### src/rtl/mul_fitness_eval_pkg.sv
// -----------------------------------------------------------------------------
// mul_fitness_pkg
// Shared definitions for the multiplier fitness evaluator:
//   LIMB_W       width of one operand/product limb
//   LFSR_TAPS    Galois feedback mask for the 32-bit operand generator
//   eval_state_t evaluator FSM states
//   CORNER_VECS  fixed corner operand pairs {A,B}, index 0 is driven first
//                (used only when MUL_FITNESS_CORNER_EN is defined)
//   popcount64   number of set bits in a 64-bit word
// -----------------------------------------------------------------------------
package mul_fitness_pkg;

   localparam int          LIMB_W    = 16;
   localparam logic [31:0] LFSR_TAPS = 32'h8020_0003;

   typedef enum logic [2:0] {
      S_IDLE,
      S_DRIVE,
      S_SETTLE,
      S_SAMPLE,
      S_DONE
   } eval_state_t;

   // Packed concatenation lists the highest index first, so element 0 is the
   // last entry below: the all-ones square is the first corner driven.
   localparam logic [3:0][63:0] CORNER_VECS = {
      64'h8000_0000_8000_0000,
      64'h0000_FFFF_FFFF_0000,
      64'hFFFF_FFFF_0000_0001,
      64'hFFFF_FFFF_FFFF_FFFF
   };

   function automatic logic [6:0] popcount64(input logic [63:0] v);
      logic [6:0] cnt;
      cnt = '0;
      for (int i = 0; i < 64; i++) begin
         cnt = cnt + {6'd0, v[i]};
      end
      return cnt;
   endfunction

endpackage

### src/rtl/mul_fitness_eval_lfsr32_step.sv
// -----------------------------------------------------------------------------
// lfsr32_step
// One step of the 32-bit right-shifting Galois LFSR (purely combinational).
// Ports:
//   i_state  [31:0]  current LFSR state
//   o_next   [31:0]  state after one shift (mask XORed when the old LSB is 1)
// -----------------------------------------------------------------------------
module lfsr32_step
   import mul_fitness_pkg::*;
(
   input  logic [31:0] i_state,
   output logic [31:0] o_next
);

   assign o_next = (i_state >> 1) ^ (i_state[0] ? LFSR_TAPS : 32'h0);

endmodule

### src/rtl/mul_fitness_eval.sv
// -----------------------------------------------------------------------------
// mul_fitness_eval
// Sequential fitness evaluator wrapped around a combinational 32x32 limb
// multiplier candidate. Each run drives N_VECTORS pseudo-random operand pairs,
// samples the candidate SETTLE_CYCLES after each drive and accumulates an
// exact-match count and a correct-bit score against a golden 64-bit product.
//
// Optional build macro: MUL_FITNESS_CORNER_EN -- the first 4 vectors of each
// run are the fixed corner pairs from mul_fitness_pkg and the LFSR holds while
// they are driven (needs N_VECTORS >= 4).
//
// Ports:
//   i_clk             clock, rising edge
//   i_rst             asynchronous active-high reset
//   i_start           run request, only looked at in IDLE
//   i_seed[31:0]      LFSR seed captured on an accepted start (0 -> 1)
//   o_busy            high from start acceptance until o_result_valid rises
//   o_cand_a1/a0/b1/b0[15:0]  registered operand limbs to the candidate
//   i_cand_y3..y0[15:0]       candidate product limbs
//   o_result_valid    run finished, scores valid
//   i_result_ready    consumer accepts the result
//   o_match_count     vectors whose product matched the golden exactly
//   o_bit_score       product bits matching the golden, summed over the run
// -----------------------------------------------------------------------------
module mul_fitness_eval
   import mul_fitness_pkg::*;
#(
   parameter int N_VECTORS     = 256,
   parameter int SETTLE_CYCLES = 1,
   parameter int SCORE_W       = $clog2(N_VECTORS * 64 + 1),
   parameter int CNT_W         = $clog2(N_VECTORS + 1)
) (
   input  logic               i_clk,
   input  logic               i_rst,
   input  logic               i_start,
   input  logic [31:0]        i_seed,
   output logic               o_busy,
   output logic [LIMB_W-1:0]  o_cand_a1,
   output logic [LIMB_W-1:0]  o_cand_a0,
   output logic [LIMB_W-1:0]  o_cand_b1,
   output logic [LIMB_W-1:0]  o_cand_b0,
   input  logic [LIMB_W-1:0]  i_cand_y3,
   input  logic [LIMB_W-1:0]  i_cand_y2,
   input  logic [LIMB_W-1:0]  i_cand_y1,
   input  logic [LIMB_W-1:0]  i_cand_y0,
   output logic               o_result_valid,
   input  logic               i_result_ready,
   output logic [CNT_W-1:0]   o_match_count,
   output logic [SCORE_W-1:0] o_bit_score
);

   localparam int SET_W = (SETTLE_CYCLES > 1) ? $clog2(SETTLE_CYCLES) : 1;

   eval_state_t        r_state;
   eval_state_t        w_state_next;
   logic [31:0]        r_lfsr;
   logic [31:0]        w_lfsr_b;
   logic [31:0]        w_lfsr_nn;
   logic [31:0]        w_op_a;
   logic [31:0]        w_op_b;
   logic [31:0]        w_lfsr_after;
   logic [CNT_W-1:0]   r_vec_cnt;
   logic [CNT_W-1:0]   w_vec_inc;
   logic [SET_W-1:0]   r_settle_cnt;
   logic [63:0]        r_golden;
   logic [63:0]        w_cand_y;
   logic [CNT_W-1:0]   r_match_count;
   logic [SCORE_W-1:0] r_bit_score;

   // Two chained steps: B is the state after one step, the LFSR lands two
   // steps ahead once a vector has been drawn.
   lfsr32_step u_step_b (
      .i_state (r_lfsr),
      .o_next  (w_lfsr_b)
   );

   lfsr32_step u_step_nn (
      .i_state (w_lfsr_b),
      .o_next  (w_lfsr_nn)
   );

   assign w_cand_y  = {i_cand_y3, i_cand_y2, i_cand_y1, i_cand_y0};
   assign w_vec_inc = r_vec_cnt + CNT_W'(1);

   // Operand source for the vector being drawn in DRIVE.
   always_comb begin
      // NOTE: every signal gets a default before any branch, so no path can
      // leave it unassigned and infer a latch.
      w_op_a       = r_lfsr;
      w_op_b       = w_lfsr_b;
      w_lfsr_after = w_lfsr_nn;
`ifdef MUL_FITNESS_CORNER_EN
      if (r_vec_cnt < CNT_W'(4)) begin
         w_op_a       = CORNER_VECS[r_vec_cnt[1:0]][63:32];
         w_op_b       = CORNER_VECS[r_vec_cnt[1:0]][31:0];
         w_lfsr_after = r_lfsr;
      end
`endif
   end

   // FSM: state register.
   always_ff @(posedge i_clk or posedge i_rst) begin
      if (i_rst) begin
         r_state <= S_IDLE;
      end else begin
         r_state <= w_state_next;
      end
   end

   // FSM: next state and state-decoded outputs.
   always_comb begin
      w_state_next   = r_state;
      o_busy         = 1'b0;
      o_result_valid = 1'b0;
      case (r_state)
         S_IDLE: begin
            if (i_start) w_state_next = S_DRIVE;
         end
         S_DRIVE: begin
            o_busy       = 1'b1;
            w_state_next = S_SETTLE;
         end
         S_SETTLE: begin
            o_busy = 1'b1;
            if (r_settle_cnt == '0) w_state_next = S_SAMPLE;
         end
         S_SAMPLE: begin
            o_busy = 1'b1;
            if (w_vec_inc == CNT_W'(N_VECTORS)) w_state_next = S_DONE;
            else                                w_state_next = S_DRIVE;
         end
         S_DONE: begin
            o_result_valid = 1'b1;
            if (i_result_ready) w_state_next = S_IDLE;
         end
         default: w_state_next = S_IDLE;
      endcase
   end

   // Datapath: operand generation, golden product and score accumulation.
   // NOTE: sequential state uses non-blocking assignments so every register
   // samples the pre-edge values regardless of statement order.
   always_ff @(posedge i_clk or posedge i_rst) begin
      if (i_rst) begin
         r_lfsr        <= 32'h1;
         r_vec_cnt     <= '0;
         r_settle_cnt  <= '0;
         r_golden      <= '0;
         o_cand_a1     <= '0;
         o_cand_a0     <= '0;
         o_cand_b1     <= '0;
         o_cand_b0     <= '0;
         r_match_count <= '0;
         r_bit_score   <= '0;
      end else begin
         case (r_state)
            S_IDLE: begin
               if (i_start) begin
                  // A zero seed would lock the LFSR at zero forever.
                  r_lfsr        <= (i_seed == 32'h0) ? 32'h1 : i_seed;
                  r_vec_cnt     <= '0;
                  r_match_count <= '0;
                  r_bit_score   <= '0;
               end
            end
            S_DRIVE: begin
               {o_cand_a1, o_cand_a0} <= w_op_a;
               {o_cand_b1, o_cand_b0} <= w_op_b;
               r_golden               <= 64'(w_op_a) * 64'(w_op_b);
               r_lfsr                 <= w_lfsr_after;
               r_settle_cnt           <= SET_W'(SETTLE_CYCLES - 1);
            end
            S_SETTLE: begin
               if (r_settle_cnt != '0) r_settle_cnt <= r_settle_cnt - SET_W'(1);
            end
            S_SAMPLE: begin
               if (w_cand_y == r_golden) r_match_count <= r_match_count + CNT_W'(1);
               r_bit_score <= r_bit_score + SCORE_W'(popcount64(~(w_cand_y ^ r_golden)));
               r_vec_cnt   <= w_vec_inc;
            end
            default: ;
         endcase
      end
   end

   assign o_match_count = r_match_count;
   assign o_bit_score   = r_bit_score;

endmodule
### config.mk
export PLATFORM = sky130hd
export DESIGN_NAME = mul_fitness_eval
export DESIGN_NICKNAME = d
export VERILOG_FILES = /design/src/rtl/mul_fitness_eval_pkg.sv /design/src/rtl/mul_fitness_eval_lfsr32_step.sv /design/src/rtl/mul_fitness_eval.sv
export SDC_FILE = /design/constraint.sdc
export NUM_CORES = 2
export LEC_CHECK = 0
export BUFFER_PORTS_ARGS = -buffer_cell sky130_fd_sc_hd__buf_2
export CORE_ASPECT_RATIO = 1.25
export CORE_MARGIN = 10
export CORE_UTILIZATION = 30
export CTS_BUF_LIST = sky130_fd_sc_hd__clkbuf_8 sky130_fd_sc_hd__clkbuf_16
export CTS_CLUSTER_DIAMETER = 80
export DETAILED_ROUTE_END_ITERATION = 16
export SLEW_MARGIN = 5
export SYNTH_ARGS = -nofsm -noshare
export SYNTH_HDL_FRONTEND = slang
export SYNTH_HIERARCHICAL = 1
export SYNTH_SLANG_ARGS = --single-unit
### constraint.sdc
create_clock -name i_clk -period 8.91 [get_ports i_clk]
set_clock_uncertainty 0.15 [all_clocks]
set_input_delay 0.4455 -clock i_clk [delete_from_list [all_inputs] [get_ports i_clk]]
set_output_delay 0.4455 -clock i_clk [all_outputs]
set_load 0.005 [all_outputs]
==> results.md <==
- DRT Pass-1 Iters: 5
- Die Width: 365 µm
- Initial Util: 0.301
- CP Class: reg -> reg
- # setup viols final: 0
- Max_slew headroom: 0.167
- Minimum clock period: 8.45 ns
- Die area: ~160000 µm²
- DR top layer: met5
- Clock tree from TritonCTS: built
- Tcrit/Tclk final: 0.949
- Seq cells post-synth: around 200
- Post-detail-place hpwl: 109000 µm
- Area of the core: between 100000 and 150000 µm²
- CP Buf/Inv Count: 7
- Hold WC Path Type: in -> reg
- Clk slew on worst S/H paths: 0.10 ns
- CP max FO: 40
- Post-Layout Cell Count: about 7000
- GR Util All Layers: 0.168
- I/O pin cnt: 190
- Placed cell count: 6806
- Drt drc: 0
- Grt total ovfl: 0
- Largest net degree at the start of global routing: 86
- Mapped Nets: roughly 6300
- RSZ-0062 raised after global routing: false
- Outcome: finished, final reports clean
- CTS H-Tree Depth: 4
- Crit path largest cell delay: just under 0.6 ns
- Vias post-DR: 33100
- Routed wire length: about 140000 µm
- Fraction of registers with async set or reset after synthesis: 1.00
- Number of max-cap violations: 0
- Register area share after synthesis: 0.110
- Synthesis-to-finish area growth: 8.36%
- Num rows: 158
- Syn Inst Count: 4928
- Final hold vios: 0
- Met2 Wirelength: just over 70000 µm
- Routed length per instance: between 15 and 20 µm
- Vias per inst: 4.82
- Mapped Area: roughly 45000 µm²
- TritonCTS buffer count: 17
- Yosys warning total: 6
- Critical path launch point type: flop
- Number of global-route vias before repair: about 36000
- First DRT Iteration DRCs: approximately 1900
- Clock sinks: a little under 200
- Chip Height: approximately 450 µm
- Routed met3 length: 5950 µm
- CTS Root Cell: clkbuf_16
- Crit path max-delay family: adder cells
- Slew of the pin with the lowest slew margin: between 1 and 1.5 ns
- First-pass GRT wire length: about 210000 µm
- RePlAce Congestion: 0.892
- Hold-fix buffers at CTS: 20
- Post-synth EDFFs: 0
- Max clock buf depth: 2
- Port Buffers: 189
- Post-CTS sizing: 0
- Final Util: 0.326
- CP required: slightly above 9 ns
- Average size of a mapped cell: between 9 and 10 µm²
- Critical path's most frequent cell: fa_1
- Fraction of layout cells with a size suffix above 1: 0.0759
- Max Fclk: ~120 MHz
- Fin Setup TNS: 0 ns
- Top_reg_cell synth: dfrtp_1
- Slew Viols, Final: 0
- Initial antenna violation count: 14
- Nature of the critical path endpoint: flop
- CP arrival: a little under 9 ns
- Post-CTS setup buffer count: 0
- Synth unique cells: just under 80
- Clk Latency, worst-skew pair: about 0.56 ns
- Post-route ant nets: 0
- Worst path slowest cell: o21ai_0
- DRT met1 WL: a little under 50000 µm
- Nets: about 6300
worst reg2reg max path: cells and delay by family (launching register included):
| family | cells | cell delay (ns) |
|---|---|---|
| simple gates | 4 | 0.76 |
| flops | 1 | 0.56 |
| buf+inv | 7 | 1.10 |
| xor+xnor | 1 | 0.33 |
| compound gates | 5 | 1.42 |
| fa+ha+maj | 8 | 4.02 |
sequential cells by signal (all words and copies together), names as in the netlist:
name and count:
r_lfsr 32, r_golden 64, o_cand_a1 16, o_cand_b0 16
o_match_count 9, o_cand_b1 16, r_state 3, r_vec_cnt 9
o_bit_score 15, o_cand_a0 16
synthesized netlist by cell type (15+ instances only):
| cell | n | share of area |
|---|---|---|
| a21o_1 | 21 | 0.0035 |
| a21oi_1 | 89 | 0.010 |
| a22oi_1 | 25 | 0.0042 |
| a31oi_1 | 18 | 0.0025 |
| and2_1 | 577 | 0.081 |
| and3_1 | 18 | 0.0025 |
| buf_4 | 58 | 0.0098 |
| clkbuf_1 | 262 | 0.022 |
| dfrtp_1 | 195 | 0.11 |
| fa_1 | 952 | 0.43 |
| ha_1 | 292 | 0.082 |
| inv_1 | 935 | 0.079 |
| nand2_1 | 875 | 0.074 |
| nand3_1 | 30 | 0.0034 |
| nand4_1 | 34 | 0.0048 |
| nor2_1 | 79 | 0.0067 |
| nor3_1 | 25 | 0.0028 |
| nor4_1 | 15 | 0.0021 |
| o211ai_1 | 15 | 0.0025 |
| o21a_1 | 17 | 0.0029 |
| o21ai_0 | 104 | 0.012 |
| o31ai_1 | 23 | 0.0039 |
| xnor2_1 | 54 | 0.011 |
| xor2_1 | 63 | 0.012 |
cells by family (layout without fill, tap and decap cells):
kind of cell             count (synthesis)  after routing  share of synthesized area
other                                    0              3                          0
flip-flops                             196            196                      0.110
adder cells (fa/ha/maj)               1244           1244                      0.510
buffers and inverters                 1263           1273                      0.111
XOR/XNOR                               117            117                     0.0230
AND/OR/NAND/NOR                       1714           1714                      0.188
AO/OA/AOI/OAI                          389            389                     0.0562
multiplexers                             5              5                    0.00112
per-layer routing:
layer / vias to the layer above / GRT usage
met5: - / 0
li1: 14700 / -
met1: 17100 / 0.187
met4: 10 / 0.0897
met3: 314 / 0.0215
met2: 916 / 0.308
stage by stage:
step	cell area, µm²	hold slack (ns)	worst slack (ns)
CTS	48200	0.00278	0.473
global route	48200	0.0274	0.136
detailed placement	47400	0.307	0.526
global placement	47400	0.305	0.567
floorplan	44500	0.310	1.41
finish	48200	0.0527	0.457
cells in the final DEF (no fill, tap or decap), types with 5 or more instances in the layout:
cell | netlist | routed
fa_1 | 952 | 952
inv_1 | 935 | 934
nand2_1 | 875 | 875
and2_1 | 577 | 577
ha_1 | 292 | 292
buf_2 | 0 | 189
dfrtp_1 | 195 | 167
o21ai_0 | 104 | 104
a21oi_1 | 89 | 89
buf_4 | 58 | 88
nor2_1 | 79 | 78
xor2_1 | 63 | 60
xnor2_1 | 54 | 54
nand4_1 | 34 | 34
nand3_1 | 30 | 30
dfrtp_2 | 0 | 28
nor3_1 | 25 | 25
a22oi_1 | 25 | 25
o31ai_1 | 23 | 23
a21o_1 | 21 | 21
dlygate4sd3_1 | 0 | 20
a31oi_1 | 18 | 18
and3_1 | 18 | 18
o21a_1 | 17 | 17
clkbuf_16 | 0 | 17
o211ai_1 | 15 | 15
nor4_1 | 15 | 15
o21bai_1 | 10 | 10
a21boi_0 | 9 | 9
or3_1 | 9 | 9
buf_12 | 0 | 9
nor2b_1 | 8 | 8
a211oi_1 | 7 | 7
inv_16 | 0 | 6
nand2b_1 | 5 | 5
mux2i_1 | 5 | 5
or2_2 | 5 | 5
cell type report:
| cell class | instances | area [µm²] |
|---|---|---|
| clock buffers | 17 | 425 |
| well taps | 1920 | 2400 |
| inverters | 935 | 3520 |
| fillers | 15400 | 99600 |
| clock inverters | 15 | 251 |
| flip-flops and latches | 196 | 4940 |
| repair buffers | 306 | 1990 |
| multi-input cells | 3469 | 34700 |
| diodes | 3 | 7.51 |
path summary, 6_finish.rpt:
path	from	cells after the start	endpoint	slack [ns]
setup reg to reg	r_lfsr[0]	25	r_golden[57]	0.46
min in group asynchronous	i_rst	3	r_state[2]	0.33
hold reg to reg	o_cand_b0[7]	2	o_cand_b0[7]	0.32
setup / recovery	r_lfsr[0]	25	r_golden[57]	0.46
max in group asynchronous	i_rst	4	r_lfsr[26]	6.85
hold / removal	i_seed[20]	3	r_lfsr[20]	0.05
Power is left out: the tool's default activity adds up to more than one toggle a clock period on the data nets, which glitch-free logic cannot reach.
